### src/rtl/bp_update_sched.sv
// rtl/bp_update_sched.sv - predictor table port scheduler: update queue, lookup arbitration, init sweep
//
// Purpose: queues resolved-branch updates from the updater and shares the
// single-ported PHT/BTB/BHR storage between fetch lookups and queued writes.
// A queued head that keeps losing to lookups is forced through after
// STARVE_MAX cycles, or at once when the queue is full. After reset or a
// clear request the tables are swept to their initial values.
//
// Ports:
//   clk, reset              clock, asynchronous active-high reset
//   upd_*                   update offer from the updater; upd_ready = accepted
//   clear_req               one-cycle pulse: flush queue and re-run the sweep
//   lkp_req / lkp_grant     fetch lookup request / port grant
//   pht_*, btb_*, bhr_*     table write ports
//   busy                    init sweep in progress
//   q_count                 update queue occupancy
module bp_update_sched #(
  parameter int         PHT_IDX_W   = 8,
  parameter int         BTB_IDX_W   = 4,
  parameter int         BTB_ENTRY_W = 59,
  parameter int         QDEPTH      = 4,
  parameter int         STARVE_MAX  = 3,
  parameter logic [1:0] PHT_INIT    = 2'b01,
  localparam int        PTR_W       = $clog2(QDEPTH),
  localparam int        CNT_W       = PTR_W + 1
) (
  input  logic                   clk,
  input  logic                   reset,
  input  logic                   upd_valid,
  input  logic                   upd_is_branch,
  input  logic                   upd_taken,
  input  logic [7:0]             upd_bhr,
  input  logic [PHT_IDX_W-1:0]   upd_pht_idx,
  input  logic [1:0]             upd_pht_entry,
  input  logic [BTB_IDX_W-1:0]   upd_btb_idx,
  input  logic [BTB_ENTRY_W-1:0] upd_btb_entry,
  output logic                   upd_ready,
  input  logic                   clear_req,
  input  logic                   lkp_req,
  output logic                   lkp_grant,
  output logic                   pht_we,
  output logic [PHT_IDX_W-1:0]   pht_waddr,
  output logic [1:0]             pht_wdata,
  output logic                   btb_we,
  output logic [BTB_IDX_W-1:0]   btb_waddr,
  output logic [BTB_ENTRY_W-1:0] btb_wdata,
  output logic                   bhr_we,
  output logic [7:0]             bhr_wdata,
  output logic                   busy,
  output logic [CNT_W-1:0]       q_count
);

  localparam int WAIT_W = $clog2(STARVE_MAX + 1);

  typedef enum logic {ST_INIT, ST_RUN} state_e;

  typedef struct packed {
    logic                   taken;
    logic [7:0]             bhr;
    logic [PHT_IDX_W-1:0]   pht_idx;
    logic [1:0]             pht_entry;
    logic [BTB_IDX_W-1:0]   btb_idx;
    logic [BTB_ENTRY_W-1:0] btb_entry;
  } upd_t;

  state_e               state_q, state_d;
  logic [PHT_IDX_W-1:0] init_ctr_q, init_ctr_d;
  logic [PTR_W-1:0]     wr_ptr_q, wr_ptr_d;
  logic [PTR_W-1:0]     rd_ptr_q, rd_ptr_d;
  logic [CNT_W-1:0]     count_q, count_d;
  logic [WAIT_W-1:0]    wait_q, wait_d;
  upd_t                 mem_q [QDEPTH];
  upd_t                 head;

  logic full, empty, force_drain, push, pop;

  assign head        = mem_q[rd_ptr_q];
  assign full        = (count_q == CNT_W'(QDEPTH));
  assign empty       = (count_q == '0);
  assign force_drain = full || (wait_q == WAIT_W'(STARVE_MAX));
  assign q_count     = count_q;

  always_comb begin
    state_d    = state_q;
    init_ctr_d = init_ctr_q;
    wr_ptr_d   = wr_ptr_q;
    rd_ptr_d   = rd_ptr_q;
    count_d    = count_q;
    wait_d     = wait_q;
    push       = 1'b0;
    pop        = 1'b0;
    busy       = 1'b0;
    upd_ready  = 1'b0;
    lkp_grant  = 1'b0;
    pht_we     = 1'b0;
    pht_waddr  = '0;
    pht_wdata  = '0;
    btb_we     = 1'b0;
    btb_waddr  = '0;
    btb_wdata  = '0;
    bhr_we     = 1'b0;
    bhr_wdata  = '0;

    unique case (state_q)
      ST_INIT: begin
        busy      = 1'b1;
        pht_we    = 1'b1;
        pht_waddr = init_ctr_q;
        pht_wdata = PHT_INIT;
        // BTB is smaller than the PHT: only the low part of the sweep touches it.
        btb_we    = ((init_ctr_q >> BTB_IDX_W) == '0);
        btb_waddr = init_ctr_q[BTB_IDX_W-1:0];
        bhr_we    = (init_ctr_q == '0);
        init_ctr_d = init_ctr_q + PHT_IDX_W'(1);
        if (init_ctr_q == '1) state_d = ST_RUN;
        if (clear_req) begin
          state_d    = ST_INIT;
          init_ctr_d = '0;
        end
      end

      ST_RUN: begin
        if (clear_req) begin
          // Clear wins over everything this cycle; queued updates are discarded.
          state_d    = ST_INIT;
          init_ctr_d = '0;
          wr_ptr_d   = '0;
          rd_ptr_d   = '0;
          count_d    = '0;
          wait_d     = '0;
        end else begin
          upd_ready = !full;
          pop       = !empty && (!lkp_req || force_drain);
          lkp_grant = lkp_req && !pop;
          // Fullness is judged before this cycle's pop, so a full queue never
          // accepts even while it drains.
          push      = upd_valid && !full && upd_is_branch;

          if (pop) begin
            pht_we    = 1'b1;
            pht_waddr = head.pht_idx;
            pht_wdata = head.pht_entry;
            bhr_we    = 1'b1;
            bhr_wdata = head.bhr;
            btb_we    = head.taken;
            btb_waddr = head.btb_idx;
            btb_wdata = head.btb_entry;
            rd_ptr_d  = rd_ptr_q + PTR_W'(1);
          end
          if (push) wr_ptr_d = wr_ptr_q + PTR_W'(1);
          count_d = count_q + CNT_W'(push) - CNT_W'(pop);

          if (pop || empty) begin
            wait_d = '0;
          end else if (lkp_req && (wait_q != WAIT_W'(STARVE_MAX))) begin
            wait_d = wait_q + WAIT_W'(1);
          end
        end
      end

      default: state_d = ST_INIT;
    endcase

    // Nothing may reach the tables while reset is held.
    if (reset) begin
      pht_we    = 1'b0;
      btb_we    = 1'b0;
      bhr_we    = 1'b0;
      lkp_grant = 1'b0;
    end
  end

  always_ff @(posedge clk or posedge reset) begin
    if (reset) begin
      state_q    <= ST_INIT;
      init_ctr_q <= '0;
      wr_ptr_q   <= '0;
      rd_ptr_q   <= '0;
      count_q    <= '0;
      wait_q     <= '0;
    end else begin
      state_q    <= state_d;
      init_ctr_q <= init_ctr_d;
      wr_ptr_q   <= wr_ptr_d;
      rd_ptr_q   <= rd_ptr_d;
      count_q    <= count_d;
      wait_q     <= wait_d;
    end
  end

  // Queue storage carries no reset; occupancy alone says which slots are live.
  always_ff @(posedge clk) begin
    if (push) begin
      mem_q[wr_ptr_q] <= {upd_taken, upd_bhr, upd_pht_idx, upd_pht_entry,
                          upd_btb_idx, upd_btb_entry};
    end
  end

endmodule

### config.mk
export PLATFORM = sky130hd
export DESIGN_NAME = bp_update_sched
export DESIGN_NICKNAME = d
export VERILOG_FILES = /design/src/rtl/bp_update_sched.sv
export SDC_FILE = /design/constraint.sdc
export NUM_CORES = 1
export LEC_CHECK = 0
export ABC_AREA = 1
export CAP_MARGIN = 20
export CELL_PAD_IN_SITES_DETAIL_PLACEMENT = 1
export CELL_PAD_IN_SITES_GLOBAL_PLACEMENT = 1
export CORE_ASPECT_RATIO = 2
export CORE_MARGIN = 2
export CORE_UTILIZATION = 45
export DETAILED_ROUTE_END_ITERATION = 7
export PLACE_DENSITY = 0.9
export SETUP_SLACK_MARGIN = 0.15
export SYNTH_ARGS = -nofsm -noshare
export SYNTH_HDL_FRONTEND = slang
export SYNTH_SLANG_ARGS = --single-unit
### constraint.sdc
create_clock -name clk -period 6.6 [get_ports clk]
set_input_delay 0.99 -clock clk [delete_from_list [all_inputs] [get_ports clk]]
set_output_delay 0.99 -clock clk [all_outputs]
set_load 0.1 [all_outputs]
# Word-level counts from Yosys, hierarchy flattened
# Memory sizes are Yosys's and may differ from the RTL's.
# Cells that the tools add are included.
# W data, S select, Z words.
[classes]
addsub = 6
n_eq_ne = 5
reduce_logical = 21
n_mux = 50
div_mod_pow = 0
magnitude_cmp = 0
shift = 0
n_bitwise = 1
multipliers = 0
[op_table]
columns = ["op", "count"]
rows = [
  ["$mux W59", 3],
  ["$mux W8", 7],
  ["$pmux W8 S2", 2],
  ["$mux W1", 20],
  ["$mux W2", 9],
  ["$logic_not A8 Y1", 2],
  ["$add A8 B1 Y8 const B", 1],
  ["$eq A8 B8 Y1 const B", 1],
  ["$mux W4", 2],
  ["$pmux W1 S2", 4],
  ["$pmux W4 S2", 1],
  ["$add A2 B1 Y2 const B", 3],
  ["$reduce_and A2 Y1", 3],
  ["$logic_and A1 B1 Y1", 5],
  ["$logic_not A1 Y1", 4],
  ["$ne A2 B2 Y1 const B", 2],
  ["$pmux W2 S2", 1],
  ["$reduce_bool A2 Y1", 2],
  ["$add A3 B1 Y3", 1],
  ["$eq A3 B3 Y1 const B", 1],
  ["$logic_not A3 Y1", 1],
  ["$logic_or A1 B1 Y1", 3],
  ["$mux W3", 1],
  ["$reduce_bool A3 Y1", 1],
  ["3 further kinds", 3],
]
[word_totals]
regBits = 18
word_cells = 90
ramBits = 328
latchBits = 0
input_bits = 88
rom_bits = 0
out_inout_bits = 90
n_memories = 1
[mem_list]
columns = ["name", "depth", "word_bits", "read_ports", "rd_clocked_by_memory_dff", "write_ports", "line_no", "rtl"]
rows = [
  ["mem_q", 4, 82, 1, 0, 1, "72", "upd_t mem_q [QDEPTH];"],
]

# Longest topological paths before layout
# Gate-level depths: netlist of run 1.
[depth]
ltp_word = 9
mapped_depth = 13
depth_no_buf = 13

# Least setup slack after synthesis of run 1
# OpenSTA, ideal clock, no wires.
[synth_timing]
kind = "register to register"
startpoint = "register count_q[1], in the netlist q_count[1]"
endpoint = "memory mem_q[0][0] (netlist bit) (enable)"
arrival_ps = 5059
n_path_buf = 0
setup_ps = 523
stages_incl_launch_ff = 7
required_ps = 6077
path_slack_ps = 1018
synth_period_minus_slack_ps = 5582
cell_sequence = "dfrtp_1 -> nor2_2 -> nand2_2 -> nand3_1 -> nor2_1 -> inv_1 -> nor2_1"
[synth_via]
elab_chain_len = 8
[synth_rtl]
columns = ["item", "line_no", "rtl"]
rows = [
  ["from (decl)", "70", "logic [CNT_W-1:0] count_q, count_d;"],
  ["from (signal assigned)", "186", "count_q <= count_d;"],
  ["$eq A3 B3 Y1", "78", "assign full = (count_q == CNT_W'(QDEPTH));"],
  ["$logic_not A1 Y1", "137", "push = upd_valid && !full && upd_is_branch;"],
  ["$logic_and A1 B1 Y1 (2 in series)", "137", ""],
  ["$mux W1", "123", "if (clear_req) begin"],
  ["$mux W1", "104", "unique case (state_q)"],
  ["$mux W1", "193", "if (push) begin"],
  ["$mux W1 (not written as such)", "194", "mem_q[wr_ptr_q] <= {upd_taken, upd_bhr, upd_pht_idx, upd_pht_entry,"],
  ["to (decl)", "72", ""],
]
# No other way between the ends.

# Final worst setup path of run 1
[layout_timing]
startpoint = "register rd_ptr_q[0]"
endpoint = "output port btb_wdata[6]"
[layout_via]
elab_chain_len = 4
[layout_rtl]
columns = ["item", "line_no", "rtl"]
rows = [
  ["from (decl)", "69", "logic [PTR_W-1:0] rd_ptr_q, rd_ptr_d;"],
  ["from (signal assigned)", "185", "rd_ptr_q <= rd_ptr_d;"],
  ["$mem_v2 Z4 W82", "--", ""],
  ["$mux W59", "139", "if (pop) begin"],
  ["$mux W59", "123", ""],
  ["$mux W59", "104", ""],
  ["to (decl)", "46", "output logic [BTB_ENTRY_W-1:0] btb_wdata,"],
]
# No other way between the ends.

==> results of run 1 <==
## critical path, cell delays in order, from the launching register on
cell	delay, ps
dfrtp_4	1010
buf_4	870
nor2_1	170
nor2_1	160
o21ai_0	200
a21oi_2	230
clkdlybuf4s50_1	1180
## metal layers
| layer | GRT usage [%] | up-vias | wire length (um) |
|---|---|---|---|
| met2 | 44.4 | 293 | 21900 |
| met3 | 3.47 | 108 | 1740 |
| met1 | 24.6 | 4785 | 13000 |
| met4 | 12.5 | 6 | 1830 |
| met5 | 0 | - | 40 |
| li1 | - | 4310 | - |
## worst max path at each step
| stage | slack (ps) | cells past startpoint | from | endpoint |
|---|---|---|---|---|
| floorplan | 1020 | 6 | q_count[1]$_DFFE_PP0P_ | mem_q[0][0]$_DFFE_PP_ |
| global placement | 1390 | 7 | clear_req | btb_wdata[24] |
| detailed placement | 1270 | 7 | clear_req | btb_wdata[34] |
| CTS | 1070 | 6 | rd_ptr_q[0]$_DFFE_PP0P_ | btb_wdata[12] |
| global route | 850 | 6 | rd_ptr_q[0]$_DFFE_PP0P_ | btb_wdata[6] |
| finish | 1100 | 6 | rd_ptr_q[0]$_DFFE_PP0P_ | btb_wdata[6] |
## power by group
group | internal (mW) | leakage [nW] | switching (mW) | total (mW)
Combinational | 0.0580 | 2.16 | 0.0730 | 0.131
Clock | 0.975 | 0.465 | 0.766 | 1.74
Sequential | 2.40 | 3.17 | 0.00206 | 2.40
## registers in the layout (all words and copies together), names as in the netlist
name and cells:
init_ctr_q 8, mem_q 328, q_count 3, rd_ptr_q 2
state_q 1, wait_q 2, wr_ptr_q 2
## area by class of cell
cell class / instances / share of cell area, %
repair buffers: 190 / 11.2
inverters: 34 / 0.788
diodes: 7 / 0.103
well taps: 372 / 2.74
clock buffers: 39 / 4.74
clock inverters: 17 / 0.920
multi-input cells: 695 / 18.9
flip-flops and latches: 346 / 60.6
## kinds of logic (layout without fill, tap and decap cells)
logic type / Yosys count / in the layout / share of synthesized area, %
and+or+nand+nor: 417 / 417 / 11.5
DFF: 346 / 346 / 73.6
AOI/OAI and AO/OA: 267 / 267 / 10.2
buffers and inverters: 98 / 280 / 3.66
adders and majority gates: 10 / 10 / 0.948
xor gates and xnor gates: 1 / 1 / 0.0626
other: 0 / 7 / 0
## cells in the mapped netlist (2+ instances only)
cell type,count,area (um2)
a21oi_2,19,166
inv_2,2,7.51
nand3_1,19,95.1
edfxtp_1,328,9850
o21ai_1,2,10.0
nor2_1,290,1090
buf_6,8,90.1
o22ai_1,2,12.5
nand2_1,99,372
a21oi_1,78,390
clkbuf_1,24,90.1
buf_2,11,55.1
buf_4,17,128
o21ai_0,164,821
ha_1,9,113
buf_1,3,11.3
inv_4,2,12.5
nand2_2,3,18.8
inv_1,29,109
nor3_1,3,15.0
dfrtp_1,18,450
## through the flow
step / instance area, um2 / hold slack (ps)
floorplan: 14000 / 453
global placement: 16000 / 471
detailed placement: 16000 / 481
CTS: 17000 / 499
global route: 17000 / 527
finish: 17000 / 494
==> qor.yml, run 1 <==
cp.arrival_ps: 4510
worst-r2r-setup-slack_ps: 3300
fin_skew_ps: 28.0
tns_ps: 0
vias: 9502
ctsRootBufferMaster: "clkbuf_16"
grt_pass1_wl_um: 58000
synth_area_um2: 14000
drive_gt1_share_pct: 7.19
start_kind: "flop"
portBuffers: 177
maxSlewHeadroom_pct: 28.0
n_fill_cell: 3134
cts_repair_resize_count: 0
async_reset_ff_share_pct: 5.20
post-cts-setup-buffer-count: 0
dp.cells: 1636
post_drt_wl_per_cell_um: 22.7
cts_sinks: 346
hold-path-cell-count: 2
leakagePower_nw: 5.79
period_share_pct: 83.3
ios: 178
clkSlewWorstSetupHoldPaths_ps: 60
numCtsBuffers: 30
holdBufCountCts: 0
stdcell_count: 1700
cts_tree: "built"
ant_nets: 0
grt_antenna_before_repair: 9
grt_pass1_vias: 10400
synth_edf_count: 328
gp_congestion: 0.840
cp_max_fo: 89
layout_common_cells: "edfxtp_1 (328), nor2_1 (286), clkdlybuf4s50_1 (171)"
die_w_um: 129
ys_types: 30
power_mw: 4.28
max_clock_freq_mhz: 182
start_util_pct: 45.5
finalCriticalPeriod_ps: 5500
r2r_start: "state_q$_DFF_PP0_"
fin_nets: 1395
setup_viol: 0
clock_latency_ps: 570
cp_data_required_time_ps: 5610
ir_worst_vdd_mv: 0.295
grt_max_degree: 90
layout_commonest_cell: "edfxtp_1"
endpoint_kind: "output pin"
multiInputGateArea_um2: 3210
rows: 91
wl_um: 38500
post-route-util_pct: 55.3
r2r_cells: 5
yosys_warnings: 0
min_from: "wait_q[1]$_DFFE_PP0P_"
fin_ws_ps: 1100
slew_violations: 0
syn_inst: 1139
overflow: 0
die-area_um2: 32600
syn_nets: 1237
die_h_um: 253
cap_viol_max_count: 0
regArea_um2: 10300
outcome: "complete, no violations"
clk_path_buf_depth: 3
rsz0062_at_grt: "no"
pre_cts_ws_ps: 1270
power_density_nw_per_um2: 252
final-hold-violation-count: 0
grtUsageTotal_pct: 23.5
dpl.hpwl_um: 24000
critPathKind: "flop to output pin"
routed_via_density: 5.59
htree_levels: 1
r2r-end: "mem_q[3][27]$_DFFE_PP_"
tightest_slew_ps: 1080
ys_seq_area_share_pct: 73.6
syn_to_final_growth_pct: 21.5
synth_flop_cell: "edfxtp_1"
drc_errors: 0
core-area_um2: 30700
holdPathEnd: "wait_q[1]$_DFFE_PP0P_"
min-delay-path-class: "flop to flop"
syn_area_per_cell_um2: 12.3
drt-pass1-iter-count: 5
drtIter0Drc: 603
ys_ff_latch: 346
(Power assumes the default switching activity.)
==> run 2: changes to the inputs <==
Clock period 6.6 ns to 5.1 ns, I/O delays scaled along.
==> qor.yml, run 2 (synthesized netlist as in run 1, its figures left out) <==
numCtsBuffers: 30  # unchanged
gp_congestion: 0.801  # was 0.840
power_mw: 5.62  # was 4.28 mW
startpoint: "clear_req"  # was rd_ptr_q[0]$_DFFE_PP0P_
period_share_pct: 82.9
drc_errors: 0  # unchanged
drt-pass1-iter-count: 4  # was 5
rsz0062_at_grt: "no"  # unchanged
cp_max_fo: 70  # was 89
die_h_um: 253  # unchanged
clock_latency_ps: 560  # was 570 ps
power_density_nw_per_um2: 334  # was 252 nW/um2
outcome: "complete, no violations"  # unchanged
r2r_start: "q_count[1]$_DFFE_PP0P_"  # was state_q$_DFF_PP0_
cts_sinks: 346  # unchanged
final-hold-violation-count: 0  # unchanged
grt_pass1_wl_um: 56200  # was 58000 um
stdcell_count: 1700  # unchanged
whs_ps: 508  # was 494 ps
grtUsageTotal_pct: 22.8  # was 23.5%
met1_usage_pct: 23.1  # was 24.6%
critPathKind: "input port to output pin"  # was flop to output pin
ios: 178  # unchanged
htree_levels: 1  # unchanged
cts_repair_resize_count: 0  # unchanged
drtIter0Drc: 504  # was 603
dpl.hpwl_um: 23200  # was 24000 um
dp.cells: 1641  # was 1636
ctsRootBufferMaster: "clkbuf_16"  # unchanged
wl_um: 37400  # was 38500 um
tightest_slew_ps: 1060  # was 1080 ps
layout_common_cells: "edfxtp_1 (328), nor2_1 (286), o21ai_0 (164)"  # was edfxtp_1 (328), nor2_1 (286), clkdlybuf4s50_1 (171)
endpoint_kind: "output pin"  # unchanged
start_util_pct: 45.5  # unchanged
cts_tree: "built"  # unchanged
portBuffers: 177  # unchanged
slew_violations: 0  # unchanged
drive_gt1_share_pct: 13.7  # was 7.19%
grt_pass1_vias: 10300  # was 10400
post-cts-setup-buffer-count: 0  # unchanged
setup_viol: 0  # unchanged
ir_worst_vdd_mv: 0.306  # was 0.295 mV
grt_antenna_before_repair: 6  # was 9
layout_commonest_cell: "edfxtp_1"  # unchanged
cp_data_required_time_ps: 4340  # was 5610 ps
grt_util_met2_pct: 43.3  # was 44.4%
pre_cts_ws_ps: 848  # was 1270 ps
clkSlewWorstSetupHoldPaths_ps: 60  # about the same
post_drt_wl_per_cell_um: 22.0  # was 22.7 um
largest-register: "mem_q"  # unchanged
min_from: "wait_q[1]$_DFFE_PP0P_"  # unchanged
die_w_um: 129  # unchanged
max_clock_freq_mhz: 237
core-area_um2: 30700  # unchanged
routed_via_density: 5.54  # was 5.59
overflow: 0  # unchanged
vias: 9412  # was 9502
grt_max_degree: 94  # was 90
syn_to_final_growth_pct: 20.4  # was 21.5%
fin_nets: 1399  # was 1395
fin_ws_ps: 872  # was 1100 ps
fin_skew_ps: 10.7  # was 28.0 ps
ant_nets: 0  # unchanged
die-area_um2: 32600  # unchanged
n_fill_cell: 3093  # was 3134
cp.arrival_ps: 3460  # was 4510 ps
holdBufCountCts: 0  # unchanged
clk_path_buf_depth: 3  # unchanged
finalCriticalPeriod_ps: 4230
maxSlewHeadroom_pct: 29.3  # was 28.0%
rows: 91  # unchanged
cap_viol_max_count: 0  # unchanged
leakagePower_nw: 5.98  # was 5.79 nW
start_kind: "input port"  # was flop
grt_use_met3_pct: 3.76  # was 3.47%
largest_reg_flops: 328  # unchanged
min-delay-path-class: "flop to flop"  # unchanged
busiest_layer: "met2"  # unchanged
run 2: cell types whose count changed in the layout (fill, tap and decap cells not counted), moves of 2 or more:
cell | previous run | this run
buf_4 | 15 | 100
clkinv_4 | 0 | 2
clkbuf_8 | 0 | 3
diode_2 | 7 | 5
buf_12 | 4 | 1
clkdlybuf4s50_1 | 171 | 93
clkinv_1 | 8 | 3
run 2: area by class of cell:
cell class / instances / area, um2 / area share, %
Clock inverter: 13 / 173 / 1.03
Sequential cell: 346 / 10300 / 61.2
Clock buffer: 41 / 843 / 5.01
Tap cell: 372 / 465 / 2.76
Timing Repair Buffer: 194 / 1700 / 10.1
Multi-Input combinational cell: 695 / 3210 / 19.0
Inverter: 34 / 134 / 0.795
Antenna cell: 5 / 12.5 / 0.0743
run 2: power by group:
| group | switching (mW) | internal [mW] | total [mW] |
|---|---|---|---|
| clock network | 0.982 | 1.36 | 2.34 |
| registers | 0.00247 | 3.11 | 3.11 |
| logic | 0.0964 | 0.0734 | 0.170 |
| total | 1.08 | 4.54 | 5.62 |
run 2: path summary, 6_finish.rpt:
| kind | to | slack, ps | depth (start not counted) |
|---|---|---|---|
| max | btb_wdata[48] | 870 | 7 |
| min | wait_q[1]$_DFFE_PP0P_ | 510 | 2 |
| max reg2reg | mem_q[2][22]$_DFFE_PP_ | 2620 | 7 |
| min reg2reg | wait_q[1]$_DFFE_PP0P_ | 510 | 2 |
| max in group asynchronous | rd_ptr_q[1]$_DFFE_PP0P_ | 4200 | 3 |
| min in group asynchronous | init_ctr_q[2]$_DFFE_PP0P_ | 640 | 3 |
run 2: layer usage:
layer / vias to the layer above / part of all wire [%] / routed length [um]
met5: - / 0.075 / 28
met4: 4 / 4.7 / 1760
met3: 101 / 4.5 / 1700
met2: 276 / 56 / 20900
met1: 4715 / 35 / 13000
li1: 4316 / - / -
run 2: per-stage QoR:
step	setup TNS, ps	utilization [%]	area, um2
after detailed placement	0	51.4	15800
after global placement	0	51.4	15800
final	0	54.8	16800
after global routing	0	54.8	16800
after floorplan	-157970	-	14000
after CTS	0	54.7	16800
run 2: critical path, stage by stage:
cell and delay (ps):
clkdlybuf4s50_1 400, inv_1 350, nand2_2 210, a21oi_4 430
inv_4 470, a21oi_1 460, buf_4 360
==> run 3: changes to the inputs <==
Settings changed: CORE_UTILIZATION 45 to 40, PLACE_DENSITY 0.9 to 0.85.
Clock period 5.1 ns to 3.6 ns, I/O delays scaled along.
==> qor.yml, run 3 (synthesized netlist as in run 1, its figures left out) <==
ios: 178  # unchanged
grt_pass1_wl_um: 59700  # was 56200 um
die-area_um2: 36600  # was 32600 um2
layout_commonest_cell: "edfxtp_1"  # unchanged
internal_power_mw: 6.23  # was 4.54 mW
post_drt_wl_per_cell_um: 22.4  # was 22.0 um
tightest_slew_ps: 980  # was 1060 ps
clock_latency_ps: 560  # about the same
stdcell_area_um2: 18400  # was 16800 um2
gp_congestion: 0.832  # was 0.801
r2r_start: "q_count[1]$_DFFE_PP0P_"  # unchanged
cts_tree: "built"  # unchanged
cts_sinks: 346  # unchanged
layout_common_cells: "edfxtp_1 (328), nor2_1 (286), o21ai_0 (164)"  # unchanged
setup_viol: 0  # unchanged
power_frac_clock_pct: 39.9  # was 41.6%
grtUsageTotal_pct: 21.8  # was 22.8%
ctsRootBufferMaster: "clkbuf_16"  # unchanged
drive_gt1_share_pct: 18.4  # was 13.7%
largest-register: "mem_q"  # unchanged
grt_pass1_vias: 10500  # was 10300
rows: 96  # was 91
overflow: 0  # unchanged
cp.arrival_ps: 2800  # was 3460 ps
period_share_pct: 92.8
vias: 9529  # was 9412
maxSlewHeadroom_pct: 34.5  # was 29.3%
r2r_cells: 7  # unchanged
die_w_um: 136  # was 129 um
routed_via_density: 5.32  # was 5.54
drt-pass1-iter-count: 5  # was 4
critPathKind: "flop to output pin"  # was input port to output pin
syn_to_final_growth_pct: 31.3  # was 20.4%
cts_repair_resize_count: 0  # unchanged
combinationalPowerShare_pct: 3.4  # was 3.0%
largest_reg_flops: 328  # unchanged
r2r-end: "mem_q[3][26]$_DFFE_PP_"  # was mem_q[2][22]$_DFFE_PP_
rsz0062_at_grt: "no"  # unchanged
grt_max_degree: 94  # unchanged
final-hold-violation-count: 0  # unchanged
die_h_um: 268  # was 253 um
outcome: "complete, no violations"  # unchanged
drc_errors: 0  # unchanged
n_fill_cell: 3429  # was 3093
p_sw_mw: 1.54  # was 1.08 mW
ir_worst_vdd_mv: 0.395  # was 0.306 mV
post-cts-setup-buffer-count: 0  # unchanged
whs_ps: 458  # was 508 ps
p_seq_share_pct: 56.7  # was 55.3%
fin_ws_ps: 258  # was 872 ps
clkSlewWorstSetupHoldPaths_ps: 70  # was 60 ps
worst-r2r-setup-slack_ps: 1200  # was 2620 ps
cap_viol_max_count: 0  # unchanged
cp_max_fo: 86  # was 70
wl_um: 40100  # was 37400 um
ant_nets: 0  # unchanged
slew_violations: 0  # unchanged
fin_nets: 1415  # was 1399
clk_path_buf_depth: 3  # unchanged
pre_cts_ws_ps: 508  # was 848 ps
placed_cell_area_um2: 17400  # was 15800 um2
endpoint_kind: "output pin"  # unchanged
portBuffers: 177  # unchanged
power_density_nw_per_um2: 423  # was 334 nW/um2
cp_data_required_time_ps: 3060  # was 4340 ps
grt_antenna_before_repair: 13  # was 6
fin_skew_ps: 12.0  # was 10.7 ps
leakagePower_nw: 6.28  # was 5.98 nW
switching_share_pct: 19.8  # was 19.2%
holdBufCountCts: 0  # unchanged
finalCriticalPeriod_ps: 3340
min-delay-path-class: "input port to async pin"  # was flop to flop
core-area_um2: 34400  # was 30700 um2
start_util_pct: 40.7  # was 45.5%
dpl.hpwl_um: 26600  # was 23200 um
htree_levels: 1  # unchanged
max_clock_freq_mhz: 299
drtIter0Drc: 448  # was 504
start_kind: "flop"  # was input port
numCtsBuffers: 30  # unchanged
-- run 3: cell types whose count changed in the layout (fill, tap and decap cells not counted), sizes merged, moves of 2 or more --
cell           before  now
clkdlybuf4s50      93   90
clkbuf             41   36
clkinv             10   16
bufinv              4    2
buf               101  120
diode               5   10
-- run 3: per-stage QoR --
stage / power (mW) / setup TNS (ps) / utilization, % / std cells
final: 7.76 / 0 / 53.5 / 1791
after global routing: 7.99 / 0 / 53.5 / 1791
after CTS: 7.83 / 0 / 53.4 / 1781
after detailed placement: 4.75 / 0 / 50.7 / 1726
after global placement: 4.74 / 0 / 50.7 / 1726
after floorplan: 4.57 / -206780 / - / 1139
-- run 3: routing by layer --
| layer | track usage (%) | vias to the layer above | wire (um) |
|---|---|---|---|
| met5 | 0 | - | 38 |
| met4 | 12.7 | 6 | 2020 |
| met3 | 3.31 | 92 | 1470 |
| met2 | 41.5 | 238 | 22800 |
| met1 | 22.1 | 4838 | 13800 |
| li1 | - | 4355 | - |
-- run 3: layout make-up --
type / instances / area [um2] / area share [%]
diodes: 10 / 25.0 / 0.136
clock buffers: 36 / 795 / 4.33
clock inverters: 19 / 139 / 0.756
inverters: 34 / 133 / 0.722
multi-input cells: 695 / 3400 / 18.5
flip-flops and latches: 346 / 10300 / 56.1
well taps: 441 / 552 / 3.00
repair buffers: 210 / 3020 / 16.4
-- run 3: power by group through the flow --
stage | Sequential, mW | Clock (mW) | Combinational [mW]
floorplan | 4.49 | 0 | 0.0808
global placement | 4.49 | 0 | 0.249
detailed placement | 4.49 | 0 | 0.263
CTS | 4.40 | 3.17 | 0.263
global route | 4.40 | 3.31 | 0.278
finish | 4.40 | 3.10 | 0.263
-- run 3: critical path, stage by stage, from the launching register on --
cell and delay (ps):
dfrtp_4 600, inv_4 430, buf_12 370, o21ai_0 290
a21oi_2 290, buf_12 210
-- run 3: how the worst max path moves through the flow --
stage	from	endpoint	slack, ps	cells past startpoint
2_1_floorplan	q_count[1]$_DFFE_PP0P_	mem_q[0][0]$_DFFE_PP_	-630	6
3_3_place_gp	lkp_req	btb_wdata[5]	590	8
3_5_place_dp	lkp_req	btb_wdata[2]	510	8
4_1_cts	rd_ptr_q[0]$_DFFE_PP0P_	btb_wdata[43]	210	5
5_1_grt	rd_ptr_q[0]$_DFFE_PP0P_	btb_wdata[43]	180	5
6_report	rd_ptr_q[0]$_DFFE_PP0P_	btb_wdata[43]	260	5
